$ cat src/rtl/div_unit.sv
// div_unit: multi-cycle radix-2 restoring divider for DIV/DIVU.
// It stalls the pipeline while it iterates. It emits the quotient (LO) and the
// remainder (HI) together with a one-cycle result_valid strobe.
//
// Handshake: start is a level request that is sampled only in IDLE.
// An operation is accepted on a rising edge with start=1 and annul=0.
// div_stall stays high from the accepting cycle through the last iteration.
// result_valid is high for exactly one cycle.
// quotient/remainder are meaningful only while result_valid is high.
// Outside that cycle they hold the previous result.
module div_unit #(
    parameter int DATA_W = 32,
    parameter int CNT_W  = 6
) (
    input  logic              clk,
    input  logic              rst,
    input  logic              start,
    input  logic              signed_div,
    input  logic [DATA_W-1:0] a,
    input  logic [DATA_W-1:0] b,
    input  logic              annul,
    output logic              div_stall,
    output logic              result_valid,
    output logic [DATA_W-1:0] quotient,
    output logic [DATA_W-1:0] remainder,
    output logic [1:0]        dbg_state
);

    typedef enum logic [1:0] {
        IDLE = 2'd0,
        BUSY = 2'd1,
        DONE = 2'd2
    } state_t;

    localparam logic [CNT_W-1:0] LAST_STEP = CNT_W'(DATA_W - 1);

    state_t            state;
    logic [CNT_W-1:0]  cnt;
    logic [DATA_W-1:0] quo;
    logic [DATA_W-1:0] rem;
    logic [DATA_W-1:0] dvsr;
    logic [DATA_W-1:0] q_hold;
    logic [DATA_W-1:0] r_hold;
    logic              q_neg;
    logic              r_neg;

    logic [DATA_W-1:0] a_mag;
    logic [DATA_W-1:0] b_mag;
    logic [DATA_W:0]   shifted;
    logic [DATA_W:0]   diff;
    logic [DATA_W-1:0] q_fix;
    logic [DATA_W-1:0] r_fix;

    // Operand magnitudes, the restoring trial subtraction and the sign fix-up.
    always_comb begin
        a_mag   = (signed_div && a[DATA_W-1]) ? (~a + 1'b1) : a;
        b_mag   = (signed_div && b[DATA_W-1]) ? (~b + 1'b1) : b;
        shifted = {rem, quo[DATA_W-1]};
        diff    = shifted - {1'b0, dvsr};
        q_fix   = q_neg ? (~quo + 1'b1) : quo;
        r_fix   = r_neg ? (~rem + 1'b1) : rem;
    end

    // Result ports show the fixed-up value in DONE and the held value otherwise.
    always_comb begin
        quotient  = (state == DONE) ? q_fix : q_hold;
        remainder = (state == DONE) ? r_fix : r_hold;
        div_stall = ((state == IDLE) && start && !annul) || (state == BUSY);
        dbg_state = state;
    end

    // Control FSM plus datapath registers, one restoring step per BUSY cycle.
    always_ff @(posedge clk or posedge rst) begin
        if (rst) begin
            state        <= IDLE;
            cnt          <= '0;
            quo          <= '0;
            rem          <= '0;
            dvsr         <= '0;
            q_hold       <= '0;
            r_hold       <= '0;
            q_neg        <= 1'b0;
            r_neg        <= 1'b0;
            result_valid <= 1'b0;
        end else begin
            case (state)
                IDLE: begin
                    result_valid <= 1'b0;
                    if (start && !annul) begin
                        cnt  <= '0;
                        dvsr <= b_mag;
                        if (b == '0) begin
                            // Divide by zero: fixed result and no sign fix-up.
                            quo          <= '1;
                            rem          <= a;
                            q_neg        <= 1'b0;
                            r_neg        <= 1'b0;
                            state        <= DONE;
                            result_valid <= 1'b1;
                        end else begin
                            quo   <= a_mag;
                            rem   <= '0;
                            q_neg <= signed_div & (a[DATA_W-1] ^ b[DATA_W-1]);
                            r_neg <= signed_div & a[DATA_W-1];
                            state <= BUSY;
                        end
                    end
                end
                BUSY: begin
                    if (annul) begin
                        // A flush abandons the divide; nothing gets written back.
                        state <= IDLE;
                        cnt   <= '0;
                        quo   <= '0;
                        rem   <= '0;
                        dvsr  <= '0;
                        q_neg <= 1'b0;
                        r_neg <= 1'b0;
                    end else begin
                        if (diff[DATA_W]) begin
                            rem <= shifted[DATA_W-1:0];
                            quo <= {quo[DATA_W-2:0], 1'b0};
                        end else begin
                            rem <= diff[DATA_W-1:0];
                            quo <= {quo[DATA_W-2:0], 1'b1};
                        end
                        cnt <= cnt + 1'b1;
                        if (cnt == LAST_STEP) begin
                            state        <= DONE;
                            result_valid <= 1'b1;
                        end
                    end
                end
                DONE: begin
                    q_hold       <= q_fix;
                    r_hold       <= r_fix;
                    result_valid <= 1'b0;
                    state        <= IDLE;
                end
                default: begin
                    state        <= IDLE;
                    result_valid <= 1'b0;
                end
            endcase
        end
    end

endmodule

$ cat config.mk
export PLATFORM = sky130hd
export DESIGN_NAME = div_unit
export DESIGN_NICKNAME = d
export VERILOG_FILES = /design/src/rtl/div_unit.sv
export SDC_FILE = /design/constraint.sdc
export NUM_CORES = 1
export LEC_CHECK = 0
export BUFFER_PORTS_ARGS = -buffer_cell sky130_fd_sc_hd__buf_2
export CAP_MARGIN = 0
export CELL_PAD_IN_SITES_DETAIL_PLACEMENT = 1
export CELL_PAD_IN_SITES_GLOBAL_PLACEMENT = 2
export CORE_UTILIZATION = 37
export CTS_BUF_LIST = sky130_fd_sc_hd__clkbuf_8
export DETAILED_ROUTE_END_ITERATION = 12
export PLACE_DENSITY_LB_ADDON = 0.1
export SLEW_MARGIN = 20
export SYNTH_ARGS = -nofsm -noshare
export SYNTH_HDL_FRONTEND = slang
export SYNTH_SLANG_ARGS = --single-unit
$ cat constraint.sdc
create_clock -name clk -period 5.3 [get_ports clk]
set_input_delay 0.265 -clock clk [delete_from_list [all_inputs] [get_ports clk]]
set_output_delay 0.265 -clock clk [all_outputs]
set_load 0.02 [all_outputs]
==> impl_metrics.yaml, run 1 <==
run_status:
  status: "finished clean"
clock_tree:
  clk_latency_ps: 500
  cts_buffer_depth: 2
  cts_resized: 0
  cts_buffers: 17
  h-tree-depth: 4
  cts_tree: "yes"
  cts.sinks: 171
  root_buffer: "clkbuf_8"
  postCtsHoldBufs: 1
  clk_pin_slew_ps: 100
  cts_setup_buffers: 0
die:
  num_rows: 64
  ios: 137
  die_y_um: 178
  die_area_um2: 31600
  core-area_um2: 30500
  initial_core_util: 0.375
  dieWidth_um: 178
job:
  max-cap-violations: 0
route:
  vias_per_cell: 5.61
  drt_iter0_drc: 518
  drtAntennaViolNets: 0
  vias: 10405
  wl_per_cell_um: 20.9
  dr.pass1.iters: 4
  drc: 0
  wl_um: 38800
synthesis:
  synth-edff-count: 0
  yosysWarnings: 0
  synth_top_family_by_area: "compound AO/OA/AOI/OAI gates"
  yosys.area_share.adder: 0.0422
  postSynthCellCount: 1349
  synth-compound-area-share: 0.237
  synth_xor_area_frac: 0.112
  synth-simple-area-share: 0.175
  synth-seq-cells: 171
  seq_area_frac_synth: 0.374
  muxShareOfSynthArea: 0.0145
  synth_area_per_cell_um2: 8.48
  synthArstFlopShare: 1.00
  synthFlopType: "dfrtp_1"
  netlist.area_leader.share: 0.374
  synth.largest_area_cell: "dfrtp_1"
  synth_area_um2: 11400
  syn-num-nets: 1456
  ys_top_cells_by_area: "dfrtp_1 37%, xor2_1 7.7%, o21ai_0 6.3%"
  ys_types: 72
power:
  clockPowerShare: 0.170
  p_sw_frac: 0.451
  seqPwrFrac: 0.335
  comb_power_share: 0.495
  p_int_uw: 2980
  p_leak_uw: 0.00558
  ir_drop_mv: 0.205
  p_sw_uw: 2450
  power.density_nw_per_um2: 422
placed_design:
  place_inst: 1822
  dp_slack_ps: 1120
  gp_congestion: 0.893
  hpwl_um: 29700
  numPortBuffers: 136
sta:
  rsz0062_at_grt: "no"
  fin_skew_ps: 15.8
  max_clock_freq_ghz: 0.233
  relSlewSlack: 0.272
  finalCritPeriodShare: 0.810
  hold_viol: 0
  maxSlewViolCount: 0
  whs_ps: 75.4
  period_minus_slack_ps: 4290
  finalSetupViolCount: 0
  worst_slack_ps: 1010
  finalSetupTns_ps: 0
  worst_slew_pin_slew_ps: 1090
worst_setup_path:
  crit_path_top_delay_cell: "or4_4"
  crit_path_max_fanout: 8
  cp.arrival_ps: 4030
  timing.rr.end: "rem[14]"
  timing.rr.start: "quo[31]"
  worst_r2r_path_depth: 13
  crit_required_ps: 5040
  crit_path_end_kind: "primary output"
  crit_chain: "or4_4 > nor4_4 > nand4_1 > or4_1 > inv_1 > nand2_1 > o31ai_1 > xor2_1 > o21ai_0 > buf_2"
  critical_path_class: "reg2out"
  crit_path_start_kind: "flip-flop"
  reg2reg_setup_slack_ps: 1090
  critPathMaxStageDelay_ps: 600
global_routing:
  grt_pass1_wl_um: 61200
  grt_pass1_vias: 10431
  antenna_found_initial: 1
  grt_overflow_total: 0
  groute.usage.overall: 0.254
  grt_start_max_net_pins: 90
layout:
  area_growth_pct: 12.4
  layout_commonest_cell: "dfrtp_1"
  fin_util: 0.421
  instances_no_fill: 1856
  fin_nets: 1553
  drive_above_1_share: 0.157
  layout_common_cells: "171 x dfrtp_1, 164 x nand2_1, 145 x o21ai_0, 136 x buf_2, 105 x a21oi_1"
hold_path:
  min_to: "dbg_state[1]"
  min_from: "annul"
  hold_path.class: "in2reg"
  hold_depth: 2
==> critical path, delay by kind of cell, from the launching register on <==
family                    cells  cell delay (ps)
DFF                           1              480
and+or+nand+nor               5             1820
xor gates and xnor gates      1              440
buffers and inverters         2              300
AOI/OAI and AO/OA             2              480
==> synth_stat cells, drive strengths merged, types with 7 or more instances <==
cell / number
a211oi: 12
a21o: 15
a21oi: 106
a22oi: 13
a31oi: 31
and2: 9
and3: 7
buf: 15
clkbuf: 60
dfrtp: 171
ha: 37
inv: 51
mux2: 9
nand2: 164
nand2b: 19
nand3: 22
nand4: 10
nor2: 84
nor3: 34
nor4: 15
o21ai: 151
o22ai: 40
o31ai: 30
o41ai: 15
or3: 13
or4: 12
xnor2: 45
xor2: 101
==> stage by stage <==
step	instance area, um^2	total power [uW]
floorplan	11400	3850
global placement	12500	4470
detailed placement	12500	4510
CTS	12800	5450
global route	12900	5820
finish	12900	5420
==> worst max path at each step <==
stage | start | endpoint | slack, ps | cells after the start
floorplan | rst | cnt[0] | 400 | 1
global placement | quo[31] | rem[30] | 1150 | 14
detailed placement | quo[31] | rem[30] | 1120 | 14
CTS | rem[7] | remainder[31] | 920 | 10
global route | rem[6] | remainder[31] | 770 | 10
finish | rem[6] | remainder[31] | 1010 | 10
==> metal layers <==
metal	global-route usage	vias up	wire (um)
met5	0	-	0
met4	0.0709	0	600
met3	0.0281	28	1400
met2	0.417	231	18100
met1	0.352	5100	18700
li1	-	5046	-
==> layout make-up <==
class,count,area (um^2)
antenna,1,2.50
clock buffer,21,289
clock inverter,11,95.1
fill,3664,17700
inverter,51,196
multi-input combinational,1052,6680
sequential,171,4280
tap,396,495
timing repair buffer,153,811
==> sequential cells by signal, summed over array words and instances, names as in the netlist <==
| register | flops |
|---|---|
| dvsr | 32 |
| dbg_state | 2 |
| rem | 32 |
| r_neg | 1 |
| quo | 32 |
| q_neg | 1 |
| result_valid | 1 |
| r_hold | 32 |
| cnt | 6 |
| q_hold | 32 |
==> power groups by stage <==
stage | Clock [uW] | Combinational [uW] | Sequential [uW]
final | 923 | 2680 | 1820
after global routing | 1010 | 2960 | 1850
after CTS | 959 | 2680 | 1810
after detailed placement | 0 | 2670 | 1840
after global placement | 0 | 2640 | 1830
after floorplan | 0 | 2150 | 1700
==> logic make-up after synthesis <==
logic type | after synthesis
mux | 14
buf+inv | 126
flops | 171
xor+xnor | 146
compound gates | 444
simple gates | 410
fa+ha+maj | 38
No activity file was read; power rests on OpenSTA's default activity.
==> run 2, diff against run 1 <==
==> constraint.sdc (replaced) <==
create_clock -name clk -period 4.4 [get_ports clk]
set_input_delay 0.22 -clock clk [delete_from_list [all_inputs] [get_ports clk]]
set_output_delay 0.22 -clock clk [all_outputs]
set_load 0.02 [all_outputs]
==> run 2 against run 1 <==
  * Sequential power up 19%
  * Combinational power up 25%
  * Highest routed layer is now met5
  * Hold slack worse by 49 ps
  * Critical endpoint unchanged
==> impl_metrics.yaml, run 2 (synthesis gave the netlist of run 1 again) <==
run_status:
  status: "finished clean"
die:
  core-area_um2: 30500
  num_rows: 64
  dieWidth_um: 178
  die_area_um2: 31600
  die_y_um: 178
  ios: 137
  initial_core_util: 0.375
power:
  p_leak_uw: 0.00565
  power.density_nw_per_um2: 521
  ir_drop_mv: 0.246
layout:
  fin_area_um2: 13000
  drive_above_1_share: 0.165
  layout_common_cells: "171 x dfrtp_1, 164 x nand2_1, 145 x o21ai_0, 136 x buf_2, 105 x a21oi_1"
  layout_commonest_cell: "dfrtp_1"
  area_growth_pct: 13.9
  fin_nets: 1564
  fin_util: 0.427
placed_design:
  gp_congestion: 0.866
  numPortBuffers: 136
  placed_area_um2: 12600
  hpwl_um: 29600
sta:
  maxSlewViolCount: 0
  fin_skew_ps: 19.3
  worst_slew_pin_slew_ps: 959
  relSlewSlack: 0.359
  finalSetupViolCount: 0
  finalSetupTns_ps: 0
  period_minus_slack_ps: 4290
  max_clock_freq_ghz: 0.233
  hold_viol: 0
  finalCritPeriodShare: 0.975
  rsz0062_at_grt: "no"
clock_tree:
  cts.sinks: 171
  root_buffer: "clkbuf_8"
  cts_tree: "yes"
  cts_resized: 0
  cts_buffer_depth: 2
  cts_buffers: 17
  clk_pin_slew_ps: 110
  clk_latency_ps: 500
  h-tree-depth: 4
route:
  vias: 10407
  dr.pass1.iters: 5
  drt_iter0_drc: 608
  wl_um: 39100
  wl_per_cell_um: 20.9
  drtAntennaViolNets: 0
  drc: 0
  vias_per_cell: 5.57
worst_setup_path:
  crit_path_start_kind: "flip-flop"
  timing.rr.start: "quo[31]"
  worst_r2r_path_depth: 14
  crit_required_ps: 4180
  critical_path_class: "reg2out"
  timing.rr.end: "rem[26]"
  crit_path_max_fanout: 8
  cp.arrival_ps: 4070
  reg2reg_setup_slack_ps: 320
  crit_path_end_kind: "primary output"
job:
  max-cap-violations: 0
hold_path:
  hold_depth: 3
  min_from: "b[16]"
  hold_path.class: "in2reg"
  min_to: "dvsr[16]"
global_routing:
  antenna_found_initial: 2
  grt_pass1_wl_um: 61600
  grt_pass1_vias: 10480
  groute.usage.overall: 0.254
  grt_start_max_net_pins: 90
  grt_overflow_total: 0
==> run 2: cell types whose count changed in the layout (fill, tap and decap cells not counted), sizes merged <==
cell	delta
buf	+11
bufinv	+2
clkbuf	-1
clkinv	-3
clkinvlp	+3
inv	-1
==> run 2: worst max-delay path by stage <==
stage,startpoint,to
after floorplan,quo[31],rem[5]
after global placement,quo[31],rem[30]
after detailed placement,quo[31],rem[30]
after CTS,rem[6],remainder[31]
after global routing,rem[6],remainder[31]
final,rem[6],remainder[31]
==> run 2: area by class of cell <==
| class | instances | area [um^2] |
|---|---|---|
| Sequential cell | 171 | 4280 |
| Clock inverter | 12 | 161 |
| Inverter | 51 | 195 |
| Fill cell | 3691 | 17500 |
| Timing Repair Buffer | 164 | 931 |
| Multi-Input combinational cell | 1052 | 6680 |
| Tap cell | 396 | 495 |
| Clock buffer | 20 | 275 |
| Antenna cell | 1 | 2.50 |
==> run 2: critical path, stage by stage, from the launching register on <==
cell	delay, ps
dfrtp_1	500
or4_4	620
nor4_4	270
nand4_1	130
buf_4	180
or4_1	550
inv_1	100
nand2_1	110
o31ai_1	400
xor2_1	120
buf_4	180
o21ai_0	200
buf_2	210
==> run 2: per-layer routing <==
layer,track usage,vias up,share of wire
met5,0,-,0.00020
met4,0.0630,2,0.014
met3,0.0253,32,0.026
met2,0.414,174,0.46
met1,0.359,5148,0.50
li1,-,5051,-
==> run 2: metrics by stage <==
step | total power [uW] | setup slack (ps) | cells | hold slack [ps]
after floorplan | 4640 | 934 | 1349 | 298
after global placement | 5450 | 426 | 1832 | 460
after detailed placement | 5510 | 352 | 1832 | 459
after CTS | 6790 | 8.19 | 1865 | 13.4
after global routing | 7270 | 22.2 | 1867 | 31.0
final | 6780 | 109 | 1867 | 26.9
==> run 2: power by group <==
part | total, uW | internal [uW] | switching (uW)
sequential | 2160 | 1790 | 365
clock | 1270 | 613 | 661
combinational | 3350 | 1350 | 2000
==> run 2: repair_timing <==
item | CTS | global route
hold buffers | 1 | 0
buffers inserted | 0 | 1
endpoints found under the setup margin | 0 | 1
endpoints found under the hold margin | 37 | 0
